## config.mk

```make
export PLATFORM = sky130hd
export DESIGN_NAME = zp_axi_dram_burst_mover
export DESIGN_NICKNAME = d
export VERILOG_FILES = /design/src/rtl/zp_dram_mover_pkg.sv /design/src/rtl/zp_burst_len_calc.sv /design/src/rtl/zp_axi_dram_burst_mover.sv
export SDC_FILE = /design/constraint.sdc
export NUM_CORES = 1
export LEC_CHECK = 0
export CAP_MARGIN = 0
export CORE_AREA = 2 2 165 167
export CTS_CLUSTER_SIZE = 20
export DETAILED_ROUTE_END_ITERATION = 10
export DIE_AREA = 0 0 167 169
export PLACE_DENSITY = 0.78
export SYNTH_ARGS = -nofsm -noshare
export SYNTH_HDL_FRONTEND = slang
export SYNTH_HIERARCHICAL = 1
export SYNTH_SLANG_ARGS = --single-unit
```

## constraint.sdc

```tcl
create_clock -name aclk -period 6.4 [get_ports aclk]
set_clock_uncertainty 0.05 [all_clocks]
set_input_delay 1.28 -clock aclk [delete_from_list [all_inputs] [get_ports aclk]]
set_output_delay 1.28 -clock aclk [all_outputs]
set_load 0.005 [all_outputs]
```

## src/rtl/zp_dram_mover_pkg.sv

```systemverilog
// Shared types and AXI constants for the DRAM burst mover.
package zp_dram_mover_pkg;

  typedef enum logic [2:0] {
    S_IDLE,
    S_AW,
    S_W,
    S_B,
    S_AR,
    S_R,
    S_DONE
  } state_t;

  localparam logic [1:0]  AXI_BURST_INCR = 2'b01;
  localparam logic [1:0]  AXI_RESP_OKAY  = 2'b00;
  localparam logic [3:0]  AXI_CACHE      = 4'b0011;
  localparam logic [12:0] BOUNDARY_4K    = 13'd4096;

endpackage

```

## src/rtl/zp_burst_len_calc.sv

```systemverilog
// Burst length: min(remaining beats, max burst, beats left before the next 4 KB boundary).
module zp_burst_len_calc
  import zp_dram_mover_pkg::*;
#(
  parameter int unsigned BW         = 16,
  parameter int unsigned BYTE_SHIFT = 3,
  parameter int unsigned MAX_LEN    = 16
) (
  input  logic [BW-1:0] remaining,
  input  logic [11:0]   addr_lo,
  output logic [8:0]    len
);

  logic [12:0] to_boundary;
  logic [31:0] rem_w;
  logic [31:0] lim;

  always_comb begin
    to_boundary = (BOUNDARY_4K - {1'b0, addr_lo}) >> BYTE_SHIFT;
    rem_w       = 32'(remaining);
    lim         = (32'(MAX_LEN) < 32'(to_boundary)) ? 32'(MAX_LEN) : 32'(to_boundary);
    len         = 9'((rem_w < lim) ? rem_w : lim);
  end

endmodule

```

## src/rtl/zp_axi_dram_burst_mover.sv

```systemverilog
// AXI4 master: one write/read command split into 4 KB-safe INCR bursts, one outstanding.
// Optional read-data checking with ZP_DRAM_MOVER_CHECK_EN.
module zp_axi_dram_burst_mover
  import zp_dram_mover_pkg::*;
#(
  parameter int unsigned C_M00_AXI_DATA_WIDTH = 64,
  parameter int unsigned C_M00_AXI_ADDR_WIDTH = 32,
  parameter int unsigned C_M00_AXI_ID_WIDTH   = 6,
  parameter int unsigned C_MAX_BURST_LEN      = 16,
  parameter int unsigned C_BEATS_WIDTH        = 16
) (
  input  logic                              aclk,
  input  logic                              areset,
  input  logic                              cmd_v_i,
  output logic                              cmd_ready_o,
  input  logic                              cmd_write_i,
  input  logic [C_M00_AXI_ADDR_WIDTH-1:0]   cmd_addr_i,
  input  logic [C_BEATS_WIDTH-1:0]          cmd_beats_i,
  input  logic [C_M00_AXI_DATA_WIDTH-1:0]   cmd_seed_i,
  output logic                              done_o,
  output logic                              resp_err_o,
  output logic [C_BEATS_WIDTH-1:0]          beat_cnt_o,
`ifdef ZP_DRAM_MOVER_CHECK_EN
  output logic                              chk_err_o,
  output logic [C_BEATS_WIDTH-1:0]          chk_err_cnt_o,
`endif
  output logic [C_M00_AXI_ADDR_WIDTH-1:0]   m00_axi_awaddr,
  output logic                              m00_axi_awvalid,
  input  logic                              m00_axi_awready,
  output logic [C_M00_AXI_ID_WIDTH-1:0]     m00_axi_awid,
  output logic [7:0]                        m00_axi_awlen,
  output logic [2:0]                        m00_axi_awsize,
  output logic [1:0]                        m00_axi_awburst,
  output logic                              m00_axi_awlock,
  output logic [3:0]                        m00_axi_awcache,
  output logic [2:0]                        m00_axi_awprot,
  output logic [3:0]                        m00_axi_awqos,
  output logic [C_M00_AXI_DATA_WIDTH-1:0]   m00_axi_wdata,
  output logic [C_M00_AXI_DATA_WIDTH/8-1:0] m00_axi_wstrb,
  output logic                              m00_axi_wlast,
  output logic                              m00_axi_wvalid,
  input  logic                              m00_axi_wready,
  input  logic                              m00_axi_bvalid,
  output logic                              m00_axi_bready,
  input  logic [1:0]                        m00_axi_bresp,
  input  logic [C_M00_AXI_ID_WIDTH-1:0]     m00_axi_bid,
  output logic [C_M00_AXI_ADDR_WIDTH-1:0]   m00_axi_araddr,
  output logic                              m00_axi_arvalid,
  input  logic                              m00_axi_arready,
  output logic [C_M00_AXI_ID_WIDTH-1:0]     m00_axi_arid,
  output logic [7:0]                        m00_axi_arlen,
  output logic [2:0]                        m00_axi_arsize,
  output logic [1:0]                        m00_axi_arburst,
  output logic                              m00_axi_arlock,
  output logic [3:0]                        m00_axi_arcache,
  output logic [2:0]                        m00_axi_arprot,
  output logic [3:0]                        m00_axi_arqos,
  input  logic [C_M00_AXI_DATA_WIDTH-1:0]   m00_axi_rdata,
  input  logic                              m00_axi_rvalid,
  output logic                              m00_axi_rready,
  input  logic [1:0]                        m00_axi_rresp,
  input  logic [C_M00_AXI_ID_WIDTH-1:0]     m00_axi_rid,
  input  logic                              m00_axi_rlast
);

  localparam int unsigned DW         = C_M00_AXI_DATA_WIDTH;
  localparam int unsigned AW         = C_M00_AXI_ADDR_WIDTH;
  localparam int unsigned BW         = C_BEATS_WIDTH;
  localparam int unsigned BYTE_SHIFT = $clog2(DW / 8);
  localparam logic [AW-1:0] ADDR_MASK = AW'((1 << BYTE_SHIFT) - 1);

  state_t          state, state_next;
  logic [AW-1:0]   addr, calc_addr;
  logic [BW-1:0]   rem, rem_after, calc_rem;
  logic [DW-1:0]   seed;
  logic [8:0]      burst_len, calc_len, beat;
  logic [BW-1:0]   beat_cnt;
  logic            resp_err;
  logic            accept, w_hs, r_hs, beat_end, last_burst, load_burst;

  assign accept     = cmd_v_i && (state == S_IDLE);
  assign w_hs       = m00_axi_wvalid && m00_axi_wready;
  assign r_hs       = m00_axi_rready && m00_axi_rvalid;
  assign beat_end   = (beat == burst_len - 9'd1);
  assign rem_after  = rem - BW'(burst_len);
  assign last_burst = (rem_after == '0);

  // In IDLE the calculator sees the incoming command; otherwise it sees the burst after the current one.
  assign calc_addr = (state == S_IDLE) ? (cmd_addr_i & ~ADDR_MASK)
                                       : (addr + (AW'(burst_len) << BYTE_SHIFT));
  assign calc_rem  = (state == S_IDLE) ? cmd_beats_i : rem_after;
  assign load_burst = ((state_next == S_AW) && (state != S_AW)) ||
                      ((state_next == S_AR) && (state != S_AR));

  zp_burst_len_calc #(
    .BW         (BW),
    .BYTE_SHIFT (BYTE_SHIFT),
    .MAX_LEN    (C_MAX_BURST_LEN)
  ) u_len_calc (
    .remaining (calc_rem),
    .addr_lo   (calc_addr[11:0]),
    .len       (calc_len)
  );

  always_ff @(posedge aclk or posedge areset) begin
    if (areset) state <= S_IDLE;
    else        state <= state_next;
  end

  always_comb begin
    state_next      = state;
    cmd_ready_o     = 1'b0;
    done_o          = 1'b0;
    m00_axi_awvalid = 1'b0;
    m00_axi_wvalid  = 1'b0;
    m00_axi_wlast   = 1'b0;
    m00_axi_bready  = 1'b0;
    m00_axi_arvalid = 1'b0;
    m00_axi_rready  = 1'b0;
    case (state)
      S_IDLE: begin
        cmd_ready_o = 1'b1;
        if (accept) begin
          if (cmd_beats_i == '0) state_next = S_DONE;
          else                   state_next = cmd_write_i ? S_AW : S_AR;
        end
      end
      S_AW: begin
        m00_axi_awvalid = 1'b1;
        if (m00_axi_awready) state_next = S_W;
      end
      S_W: begin
        m00_axi_wvalid = 1'b1;
        m00_axi_wlast  = beat_end;
        if (m00_axi_wready && beat_end) state_next = S_B;
      end
      S_B: begin
        m00_axi_bready = 1'b1;
        if (m00_axi_bvalid) state_next = last_burst ? S_DONE : S_AW;
      end
      S_AR: begin
        m00_axi_arvalid = 1'b1;
        if (m00_axi_arready) state_next = S_R;
      end
      S_R: begin
        m00_axi_rready = 1'b1;
        if (m00_axi_rvalid && (m00_axi_rlast || beat_end))
          state_next = last_burst ? S_DONE : S_AR;
      end
      S_DONE:  begin
        done_o     = 1'b1;
        state_next = S_IDLE;
      end
      default: state_next = S_IDLE;
    endcase
  end

  always_ff @(posedge aclk or posedge areset) begin
    if (areset) begin
      addr      <= '0;
      rem       <= '0;
      seed      <= '0;
      burst_len <= '0;
      beat      <= '0;
      beat_cnt  <= '0;
      resp_err  <= 1'b0;
    end else begin
      if (accept) begin
        seed     <= cmd_seed_i;
        beat_cnt <= '0;
        resp_err <= 1'b0;
      end
      if (load_burst) begin
        addr      <= calc_addr;
        rem       <= calc_rem;
        burst_len <= calc_len;
        beat      <= '0;
      end
      if (w_hs || r_hs) begin
        beat     <= beat + 9'd1;
        beat_cnt <= beat_cnt + BW'(1);
      end
      if ((m00_axi_bready && m00_axi_bvalid && (m00_axi_bresp != AXI_RESP_OKAY)) ||
          (r_hs && (m00_axi_rresp != AXI_RESP_OKAY)))
        resp_err <= 1'b1;
    end
  end

  assign beat_cnt_o      = beat_cnt;
  assign resp_err_o      = resp_err;
  assign m00_axi_wdata   = seed + DW'(beat_cnt);
  assign m00_axi_wstrb   = '1;
  assign m00_axi_awaddr  = addr;
  assign m00_axi_awid    = '0;
  assign m00_axi_awlen   = 8'(burst_len - 9'd1);
  assign m00_axi_awsize  = 3'(BYTE_SHIFT);
  assign m00_axi_awburst = AXI_BURST_INCR;
  assign m00_axi_awlock  = 1'b0;
  assign m00_axi_awcache = AXI_CACHE;
  assign m00_axi_awprot  = '0;
  assign m00_axi_awqos   = '0;
  assign m00_axi_araddr  = addr;
  assign m00_axi_arid    = '0;
  assign m00_axi_arlen   = 8'(burst_len - 9'd1);
  assign m00_axi_arsize  = 3'(BYTE_SHIFT);
  assign m00_axi_arburst = AXI_BURST_INCR;
  assign m00_axi_arlock  = 1'b0;
  assign m00_axi_arcache = AXI_CACHE;
  assign m00_axi_arprot  = '0;
  assign m00_axi_arqos   = '0;

  logic unused_ok;
`ifdef ZP_DRAM_MOVER_CHECK_EN
  logic          chk_err;
  logic [BW-1:0] chk_cnt;

  always_ff @(posedge aclk or posedge areset) begin
    if (areset) begin
      chk_err <= 1'b0;
      chk_cnt <= '0;
    end else if (accept) begin
      chk_err <= 1'b0;
      chk_cnt <= '0;
    end else if (r_hs && (m00_axi_rdata != (seed + DW'(beat_cnt)))) begin
      chk_err <= 1'b1;
      if (chk_cnt != '1) chk_cnt <= chk_cnt + BW'(1);
    end
  end

  assign chk_err_o     = chk_err;
  assign chk_err_cnt_o = chk_cnt;
  assign unused_ok     = &{1'b0, m00_axi_bid, m00_axi_rid};
`else
  assign unused_ok     = &{1'b0, m00_axi_bid, m00_axi_rid, m00_axi_rdata};
`endif

endmodule

```

==> run summary <==
Status: complete, no violations
Met1 GRT Util: 27.3%
Vias: 10.0k
Dpl hpwl: 23700 um
Critical path type: flop to primary output
Fin crit period: 5.80 ns
Clock transition at the registers of the reported paths: 0.07 ns
Core area: 0.0265 sq mm
End point of the critical path: m00_axi_wdata[61]
Critical-path cell list: ha_1 -> a21o_1 -> a21oi_1 -> o21ai_0 -> a221o_1 -> a221o_1 -> and4_1 -> o2111ai_1 -> nor3_1 -> xor2_1 -> clkdlybuf4s50_1
Crit path from: beat_cnt_o[1]
Total GRT Usage: 22.1%
Initial Util: 42.7%
Final Hold Fails: 0
Yosys warnings: 6
Final WS setup: 0.602 ns
Die Wd: 167 um
Max incr delay on CP: 0.59 ns
Critical Path End Type: primary output
Asr flop ratio synth: 100%
Peak fanout along the critical path: 8
Clock root cell: clkbuf_16
Post-synth EDFFs: 0
Grt peak-use layer: met2
CTS sink count: 150
Slew @ Worst Pin: 1.02 ns
Cell with the most instances on the worst path: a221o_1
Gr ovfl total: 0
Drt first pass iters: 5
Multi-input logic area: 0.00667 sq mm
Fillers: 2383
Final-report setup violation count: 0
Worst Reg-to-Reg Cells: 22
M3 GR Usage: 4.09%
Final-report max-slew violation count: 0
Initial antenna violation count: 0
Post-Synthesis Cells: 1256
Post-CTS Hold Buffers: 0
Register area: 0.00375 sq mm
Peak supply drop: 0.153 mV
Worst skew pair latency: 0.43 ns
DP Worst Slack: 0.369 ns
Fin cells: 1841
Commonest non-fill, non-tap cell in the layout: clkdlybuf4s50_1
Slowest-stage cell, CP: o2111ai_1
Largest net degree at the start of global routing: 108
Sequential fraction of the synthesis area: 33.1%
RSZ-0062 raised after global routing: no
R2r endpoint: burst_len[2]
Via density: 5.44
# H-tree levels: 4
Power per cell area: 153 mW/mm^2
Avg Cell Area, Syn: 9.02 sq um
CTS Buf Count: 17
First-pass GRT wire length: 50900 um
Fmax: 0.172 GHz
Max Cap Viol: 0
I/O pin total: 425
Input/output buffers: 291
Gpl congestion: 0.874
Die height: 169 um
Cell Rows: 60
ANT nets after route: 0
Area delta synth->final: 28.6%
WL final: 31900 um
Reg-to-reg slack, setup: 0.62 ns
Setup tns final: 0 ns
Synth cell types: 82
Dpl cells: 1809
ANT cells: 0
Most used DFF post-synth: dfrtp_1
Worst min-delay path class: flop to flop
Nets: 1738
Initial DRC count: 651
Residual DRC: 0
Vias in the first global route: 9992
Mapped Area: 0.0113 sq mm
Total Die Area: 0.0282 sq mm
Avg WL per Cell: 17.3 um
Crit Reg-Reg Startpoint: burst_len[0]
Dpl cell area: 0.0140 sq mm
Met2 Resource Use GR: 39.8%
CP Launch Type: flop
Post-CTS setup repair buffer count: 0
Slew margin rel.: 32.3%
Tot Pwr: 2.23 mW
Clock Path Buffers: 2
Leak Pwr: 6.59 nW
Share of layout cells above drive strength 1: 10.5%
WP data required: 5.07 ns
CP arrival: 4.47 ns
Period utilization: 90.6%
Synth Register Bits: 150
Final instance area: 0.0146 sq mm
CTS tree: built
Most frequent cells in the layout: 291 x clkdlybuf4s50_1, 150 x dfrtp_1, 123 x nand2_1
==> metrics by stage <==
| step | utilization [%] | hold WS (ns) |
|---|---|---|
| final | 54.9 | 0.441 |
| after global routing | 54.9 | 0.491 |
| after detailed placement | 52.8 | 0.430 |
| after CTS | 54.9 | 0.446 |
| after floorplan | - | 0.429 |
| after global placement | 52.8 | 0.431 |
==> worst min path at each step <==
stage                     from         end  depth (start not counted)
global placement    resp_err_o  resp_err_o                          2
global route          seed[11]    seed[11]                          1
detailed placement  resp_err_o  resp_err_o                          2
finish              resp_err_o  resp_err_o                          2
floorplan             seed[58]    seed[58]                          1
CTS                 resp_err_o  resp_err_o                          2
==> flip-flops by register name, summed over array words and instances, names as in the netlist <==
signal,cells
rem,16
state,3
beat,9
m00_axi_araddr,32
beat_cnt_o,16
burst_len,9
seed,64
resp_err_o,1
==> cell families after synthesis <==
kind of cell / count (synthesis) / share of synthesized area [%]
xor gates and xnor gates: 94 / 7.39
DFF: 150 / 33.1
other: 3 / 0.0994
and+or+nand+nor: 426 / 19.2
muxes: 92 / 9.81
adders and majority gates: 49 / 5.61
buffers and inverters: 188 / 9.90
AOI/OAI and AO/OA: 254 / 14.8
==> synthesized netlist by cell type (7+ instances only) <==
library cell,count,area share (%)
a21oi_1,41,1.8
and3_1,21,1.2
nand4_1,23,1.3
or3_1,17,0.94
buf_4,94,6.2
nor2_1,67,2.2
buf_6,8,0.80
o22ai_1,14,0.77
nand3_1,60,2.7
mux2_4,22,2.9
and2_1,13,0.72
a21oi_2,8,0.62
o21a_1,7,0.46
xor2_1,42,3.2
a31oi_1,19,1.0
nand2_1,124,4.1
nor2b_1,15,0.83
ha_1,46,5.1
and4_1,8,0.62
xnor2_1,51,3.9
nor3_1,21,0.93
nand2b_1,16,0.88
a21o_1,13,0.86
clkbuf_1,38,1.3
inv_1,43,1.4
nor4_1,12,0.66
o21ai_0,65,2.9
o21ai_1,18,0.80
dfrtp_1,150,33
mux2_2,64,6.4
==> where the power goes <==
part | internal, mW | switching [mW]
clock | 0.515 | 0.463
sequential | 0.970 | 0.0419
combinational | 0.143 | 0.0985
==> layer usage <==
metal  vias up  share of wire (%)  wire length [um]
met3        36                6.2              1960
li1       4791                  -                 -
met5         -                  0                 0
met4         0                1.4               436
met1      4821                 41             13200
met2       364                 51             16200
==> worst max-delay path: cells and delay by family, from the launching register on <==
family	cells	cell delay, ns
DFF	1	0.46
xor gates and xnor gates	1	0.22
buffers and inverters	1	0.53
adders and majority gates	1	0.33
and+or+nand+nor	2	0.49
AOI/OAI and AO/OA	6	2.01
==> cell type report <==
class	count	share of cell area (%)
clock buffers	18	2.95
multi-input cells	974	45.8
well taps	341	2.93
clock inverters	14	0.894
inverters	44	1.17
flip-flops and latches	150	25.8
repair buffers	300	20.5
==> repair_timing <==
item                                    4_1_cts  5_1_grt
endpoints found under the setup margin        0        1
hold endpoints to repair                      0        0
gates resized for setup                       0        1
No activity file was read; power rests on OpenSTA's default activity.
